[config.mk]
export PLATFORM = sky130hd
export DESIGN_NAME = operand_fetch_stage_flat
export DESIGN_NICKNAME = d
export VERILOG_FILES = /design/src/rtl/operand_fetch_stage_if.sv /design/src/rtl/operand_fetch_stage.sv /design/src/flat_wrapper.sv
export SDC_FILE = /design/constraint.sdc
export NUM_CORES = 2
export LEC_CHECK = 0
export CORE_MARGIN = 2
export CORE_UTILIZATION = 60
export DETAILED_ROUTE_END_ITERATION = 10
export PLACE_DENSITY = 0.78
export SETUP_SLACK_MARGIN = 0.15
export SYNTH_ARGS = -nofsm -noshare
export SYNTH_HDL_FRONTEND = slang
export SYNTH_SLANG_ARGS = --single-unit
[constraint.sdc]
create_clock -name clk -period 6.25 [get_ports clk]
set_input_delay 0.9375 -clock clk [delete_from_list [all_inputs] [get_ports clk]]
set_output_delay 0.9375 -clock clk [all_outputs]
set_load 0.05 [all_outputs]
[src/rtl/operand_fetch_stage_if.sv]
// Operand fetch stage bundle: decoded-instruction input, writeback port,
// and the valid/ready operand slot feeding the ALU.
interface operand_fetch_stage_if #(
    parameter int DATA_W = 32,
    parameter int ADDR_W = 5
);
    logic              in_valid;
    logic              in_ready;
    logic [ADDR_W-1:0] rs;
    logic [ADDR_W-1:0] rt;
    logic [4:0]        sa;
    logic [15:0]       imm;
    logic              use_sa;
    logic              use_imm;
    logic              sext;
    logic [3:0]        aluc_in;
    logic              flush;
    logic              wb_we;
    logic [ADDR_W-1:0] wb_rn;
    logic [DATA_W-1:0] wb_d;
    logic              out_valid;
    logic              out_ready;
    logic [DATA_W-1:0] opa;
    logic [DATA_W-1:0] opb;
    logic [3:0]        aluc;

    modport master (
        output in_valid, rs, rt, sa, imm, use_sa, use_imm, sext, aluc_in,
        output flush, wb_we, wb_rn, wb_d, out_ready,
        input  in_ready, out_valid, opa, opb, aluc
    );

    modport slave (
        input  in_valid, rs, rt, sa, imm, use_sa, use_imm, sext, aluc_in,
        input  flush, wb_we, wb_rn, wb_d, out_ready,
        output in_ready, out_valid, opa, opb, aluc
    );
endinterface

[src/rtl/operand_fetch_stage.sv]
// Register-read stage: 2R1W register file with writeback bypass, operand
// select, and a one-entry valid/ready slot driving the ALU inputs.
module operand_fetch_stage #(
    parameter int DATA_W  = 32,
    parameter int ADDR_W  = 5,
    parameter bit R0_ZERO = 1'b1
) (
    input  logic                  clk,
    input  logic                  rst,
    operand_fetch_stage_if.slave  bus
);
    localparam int NREG = 1 << ADDR_W;

    logic [DATA_W-1:0] r_rf [NREG];
    logic              r_valid;
    logic [DATA_W-1:0] r_opa;
    logic [DATA_W-1:0] r_opb;
    logic [3:0]        r_aluc;

    logic              w_wr_ok;
    logic              w_in_ready;
    logic              w_accept;
    logic [DATA_W-1:0] w_rs;
    logic [DATA_W-1:0] w_rt;
    logic [DATA_W-1:0] w_imm_ext;
    logic [DATA_W-1:0] w_opa_sel;
    logic [DATA_W-1:0] w_opb_sel;

    assign w_wr_ok = bus.wb_we && ((bus.wb_rn != '0) || !R0_ZERO);

    always_ff @(posedge clk) begin
        if (rst) begin
            for (int i = 0; i < NREG; i++) begin
                r_rf[i] <= '0;
            end
        end else if (w_wr_ok) begin
            r_rf[bus.wb_rn] <= bus.wb_d;
        end
    end

    // Same-cycle writeback wins over the array; index 0 overrides both.
    always_comb begin
        w_rs = r_rf[bus.rs];
        if (w_wr_ok && (bus.wb_rn == bus.rs)) begin
            w_rs = bus.wb_d;
        end
        if (R0_ZERO && (bus.rs == '0)) begin
            w_rs = '0;
        end
    end

    always_comb begin
        w_rt = r_rf[bus.rt];
        if (w_wr_ok && (bus.wb_rn == bus.rt)) begin
            w_rt = bus.wb_d;
        end
        if (R0_ZERO && (bus.rt == '0)) begin
            w_rt = '0;
        end
    end

    assign w_imm_ext = bus.sext ? {{(DATA_W-16){bus.imm[15]}}, bus.imm}
                                : {{(DATA_W-16){1'b0}}, bus.imm};
    assign w_opa_sel = bus.use_sa ? {{(DATA_W-5){1'b0}}, bus.sa} : w_rs;
    assign w_opb_sel = bus.use_imm ? w_imm_ext : w_rt;

    assign w_in_ready = !r_valid || bus.out_ready || bus.flush;
    assign w_accept   = bus.in_valid && w_in_ready;

    always_ff @(posedge clk) begin
        if (rst) begin
            r_valid <= 1'b0;
            r_opa   <= '0;
            r_opb   <= '0;
            r_aluc  <= '0;
        end else if (bus.flush) begin
            r_valid <= 1'b0;
        end else if (w_accept) begin
            r_valid <= 1'b1;
            r_opa   <= w_opa_sel;
            r_opb   <= w_opb_sel;
            r_aluc  <= bus.aluc_in;
        end else if (bus.out_ready) begin
            r_valid <= 1'b0;
        end
    end

    assign bus.in_ready  = w_in_ready;
    assign bus.out_valid = r_valid;
    assign bus.opa       = r_opa;
    assign bus.opb       = r_opb;
    assign bus.aluc      = r_aluc;
endmodule

[src/flat_wrapper.sv]
// flat-port wrapper written by rule: the top's interface ports become plain ports
module operand_fetch_stage_flat 
#(
    parameter int DATA_W  = 32,
    parameter int ADDR_W  = 5,
    parameter bit R0_ZERO = 1'b1
)
  (clk, rst, bus_in_valid, bus_rs, bus_rt, bus_sa, bus_imm, bus_use_sa, bus_use_imm, bus_sext, bus_aluc_in, bus_flush, bus_wb_we, bus_wb_rn, bus_wb_d, bus_out_ready, bus_in_ready, bus_out_valid, bus_opa, bus_opb, bus_aluc);
  operand_fetch_stage_if #(.DATA_W(DATA_W), .ADDR_W(ADDR_W)) bus_i ();
  input  logic clk;
  input  logic rst;
  input wire logic [$bits(bus_i.in_valid)-1:0] bus_in_valid;
  input wire logic [$bits(bus_i.rs)-1:0] bus_rs;
  input wire logic [$bits(bus_i.rt)-1:0] bus_rt;
  input wire logic [$bits(bus_i.sa)-1:0] bus_sa;
  input wire logic [$bits(bus_i.imm)-1:0] bus_imm;
  input wire logic [$bits(bus_i.use_sa)-1:0] bus_use_sa;
  input wire logic [$bits(bus_i.use_imm)-1:0] bus_use_imm;
  input wire logic [$bits(bus_i.sext)-1:0] bus_sext;
  input wire logic [$bits(bus_i.aluc_in)-1:0] bus_aluc_in;
  input wire logic [$bits(bus_i.flush)-1:0] bus_flush;
  input wire logic [$bits(bus_i.wb_we)-1:0] bus_wb_we;
  input wire logic [$bits(bus_i.wb_rn)-1:0] bus_wb_rn;
  input wire logic [$bits(bus_i.wb_d)-1:0] bus_wb_d;
  input wire logic [$bits(bus_i.out_ready)-1:0] bus_out_ready;
  output wire logic [$bits(bus_i.in_ready)-1:0] bus_in_ready;
  output wire logic [$bits(bus_i.out_valid)-1:0] bus_out_valid;
  output wire logic [$bits(bus_i.opa)-1:0] bus_opa;
  output wire logic [$bits(bus_i.opb)-1:0] bus_opb;
  output wire logic [$bits(bus_i.aluc)-1:0] bus_aluc;
  assign bus_i.in_valid = bus_in_valid;
  assign bus_i.rs = bus_rs;
  assign bus_i.rt = bus_rt;
  assign bus_i.sa = bus_sa;
  assign bus_i.imm = bus_imm;
  assign bus_i.use_sa = bus_use_sa;
  assign bus_i.use_imm = bus_use_imm;
  assign bus_i.sext = bus_sext;
  assign bus_i.aluc_in = bus_aluc_in;
  assign bus_i.flush = bus_flush;
  assign bus_i.wb_we = bus_wb_we;
  assign bus_i.wb_rn = bus_wb_rn;
  assign bus_i.wb_d = bus_wb_d;
  assign bus_i.out_ready = bus_out_ready;
  assign bus_in_ready = bus_i.in_ready;
  assign bus_out_valid = bus_i.out_valid;
  assign bus_opa = bus_i.opa;
  assign bus_opb = bus_i.opb;
  assign bus_aluc = bus_i.aluc;
  operand_fetch_stage #(.DATA_W(DATA_W), .ADDR_W(ADDR_W), .R0_ZERO(R0_ZERO)) u_core (.clk(clk), .rst(rst), .bus(bus_i));
endmodule
==> impl_metrics.yaml <==
outcome:
  outcome: "finished clean"
floorplanning:
  die_w_um: 311
  row_count: 112
  core_sq_mm: 0.0933
  dieHeight_um: 311
  die_area_sq_mm: 0.0967
  start_util_pct: 60.6
  io_pins: 151
clock_network:
  cts_sinks: 1093
  hold_buffers: 0
  post_cts_resized: 0
  htree_levels: 3
  clk_pin_slew_ps: 60
  numCtsBuffers: 112
  cts_setup_buffers: 0
  cts_max_path_buffers: 3
  root_buffer: "clkbuf_16"
  clk_latency_ps: 710
  tritoncts: "done"
sta:
  fin_tns_setup_ps: 0
  skew_ps: 13.8
  max_slew_margin_pct: 6.43
  hold_viol_final: 0
  min_period_ps: 3740
  finalMaxSlewViolations: 0
  worst_pin_slew_ps: 1400
  timing.hold.ws_ps: 459
  fmaxAchievable_mhz: 268
  final.period_utilization_pct: 59.8
  finalSetupViolations: 0
  rsz0062_at_grt: "false"
final_layout:
  nNetsFinal: 4031
  drive_gt1_share_pct: 20.9
  post-route-cell-area_sq_mm: 0.0633
  area_delta_synth_final_pct: 11.9
setup_path:
  crit_path_end_kind: "flop"
  cp_max_fo: 34
  crit_arrival_ps: 4110
  path_class: "input port to flop"
  required_ps: 6620
  worstRegToRegCells: 5
  start_kind: "input port"
synthesis:
  synth_edf_count: 1024
  synth_area_leaders: "edfxtp_1 (54%), mux4_2 (18%), and2_1 (5.6%)"
  ys.warnings.count: 0
  async_reset_ff_share_pct: 0
  synth-main-ff-cell: "edfxtp_1"
  synth-seq-cells: 1093
  synth_area_sq_mm: 0.0565
  ys_seq_area_share_pct: 56.8
  yosysTopAreaCellShare_pct: 54.4
  synth_cells: 3990
  synth_top_area_cell: "edfxtp_1"
  avgSynthCellArea_sq_um: 14.2
  yosysUniqueCellTypes: 52
place:
  place_congestion: 0.974
  io_buffers: 150
  hpwl_um: 115000
  placed_cell_area_sq_mm: 0.0594
pwr:
  p_leak_nw: 20.7
  vdd_ir_drop_max_mv: 0.224
  power_density_mw_per_mm2: 284
min_path:
  min_delay_path_depth: 2
  hold_path.class: "flop to flop"
global_route:
  grt_use_met2_pct: 55.8
  grt_max_degree: 97
  grt_pass1_vias: 38322
  overflow: 0
  grt_pass1_wl_um: 262000
  antenna_found_initial: 9
  busiest_layer: "met2"
  grt_use_met3_pct: 13.9
  met1_usage_pct: 50.1
  grt_use_total_pct: 37.1
routing:
  wl_per_cell_um: 34.1
  vias_per_cell: 7.48
  drtAntennaViolNets: 0
  drtIter0Drc: 7215
  drt_pass1_iterations: 6
  drc_errors: 0
  routed-via-count: 39651
  wl_um: 181000
flow_run:
  max_cap_violations: 0
==> layer usage <==
| metal | up-vias | share of wire [%] | routed length [um] |
|---|---|---|---|
| met3 | 534 | 17 | 31100 |
| met5 | - | 0.19 | 339 |
| li1 | 15711 | - | - |
| met1 | 19799 | 33 | 60300 |
| met4 | 12 | 3.7 | 6690 |
| met2 | 3595 | 46 | 82300 |
==> power by group <==
| part | switching (mW) | internal (mW) | total, mW |
|---|---|---|---|
| clock network | 2.93 | 4.15 | 7.08 |
| logic | 1.39 | 0.847 | 2.24 |
| registers | 0.251 | 8.41 | 8.66 |
==> cell type report <==
cell class / count / area (sq um)
Inverter: 21 / 81.3
Clock inverter: 73 / 871
Timing Repair Buffer: 292 / 2680
Clock buffer: 139 / 2970
Antenna cell: 2 / 5.00
Tap cell: 1254 / 1570
Fill cell: 6300 / 30100
Multi-Input combinational cell: 2430 / 23000
Sequential cell: 1093 / 32100
==> final timing paths <==
kind,start,end,slack [ps]
max,bus_wb_rn[3],u_core.r_rf[4][24],2510
min,u_core.bus.aluc[0],u_core.bus.aluc[0],460
max reg2reg,u_core.bus.out_valid,u_core.bus.opb[30],3210
min reg2reg,u_core.bus.aluc[0],u_core.bus.aluc[0],460
==> critical path, cell delays in order <==
cell and delay [ps]:
clkdlybuf4s50_1 830, or3_4 290, nand3b_1 500, buf_12 400, o21ai_4 630, buf_4 440
==> cell usage after synthesis, drive strengths merged (2+ instances only) <==
library cell	n
a41oi	17
a21oi	40
a22oi	154
edfxtp	1024
mux2	2
a2111oi	2
xor2	5
nand2	92
or3b	3
mux2i	120
or2	5
o221ai	16
a311oi	2
a221o	16
and4	16
o21ai	68
and3	34
nor2	93
o31a	15
nor2b	5
nand3	40
inv	20
nand2b	5
nor3	503
mux4	464
a32o	4
buf	106
o22ai	94
xnor2	5
a221oi	32
clkbuf	371
nand3b	4
and2	506
a31oi	16
o211ai	2
o2111ai	2
a211oi	8
dfxtp	69
==> cells by family (layout without fill, tap and decap cells) <==
| family | after synthesis | in the layout | share of synthesized area, % |
|---|---|---|---|
| AOI/OAI and AO/OA | 492 | 492 | 6.22 |
| xor gates and xnor gates | 10 | 10 | 0.155 |
| and+or+nand+nor | 1310 | 1310 | 12.6 |
| buffers and inverters | 498 | 525 | 3.53 |
| other | 1 | 34 | 0.00663 |
| muxes | 586 | 586 | 20.6 |
| DFF | 1093 | 1093 | 56.8 |
==> layout by cell type, fill, tap and decap left out, types with 37 or more instances in the layout <==
cell type           n
o22ai_1            94
buf_4             134
edfxtp_1         1024
o21ai_0            37
dfxtp_1            69
nor2_1             89
a21oi_1            40
and2_1            504
nand2_1            89
a22oi_1           154
clkbuf_16         113
nand3_1            39
nor3_1            502
clkdlybuf4s50_1   142
mux4_2            464
mux2i_1           120
==> registers in the layout (all words and copies together) (netlist names) <==
register              cells
u_core.r_rf            1024
u_core.bus.opa           32
u_core.bus.opb           32
u_core.bus.aluc           4
u_core.bus.out_valid      1
==> stage by stage <==
step | worst slack, ps | util, % | power [mW] | instances
floorplan | 1340 | - | 10.1 | 4021
global placement | 2010 | 63.7 | 10.9 | 5090
detailed placement | 1960 | 63.7 | 10.9 | 5090
CTS | 2610 | 67.8 | 17.9 | 5302
global route | 2410 | 67.8 | 18.3 | 5302
finish | 2510 | 67.8 | 18.0 | 5304
Power figures use the tool's default switching activity.
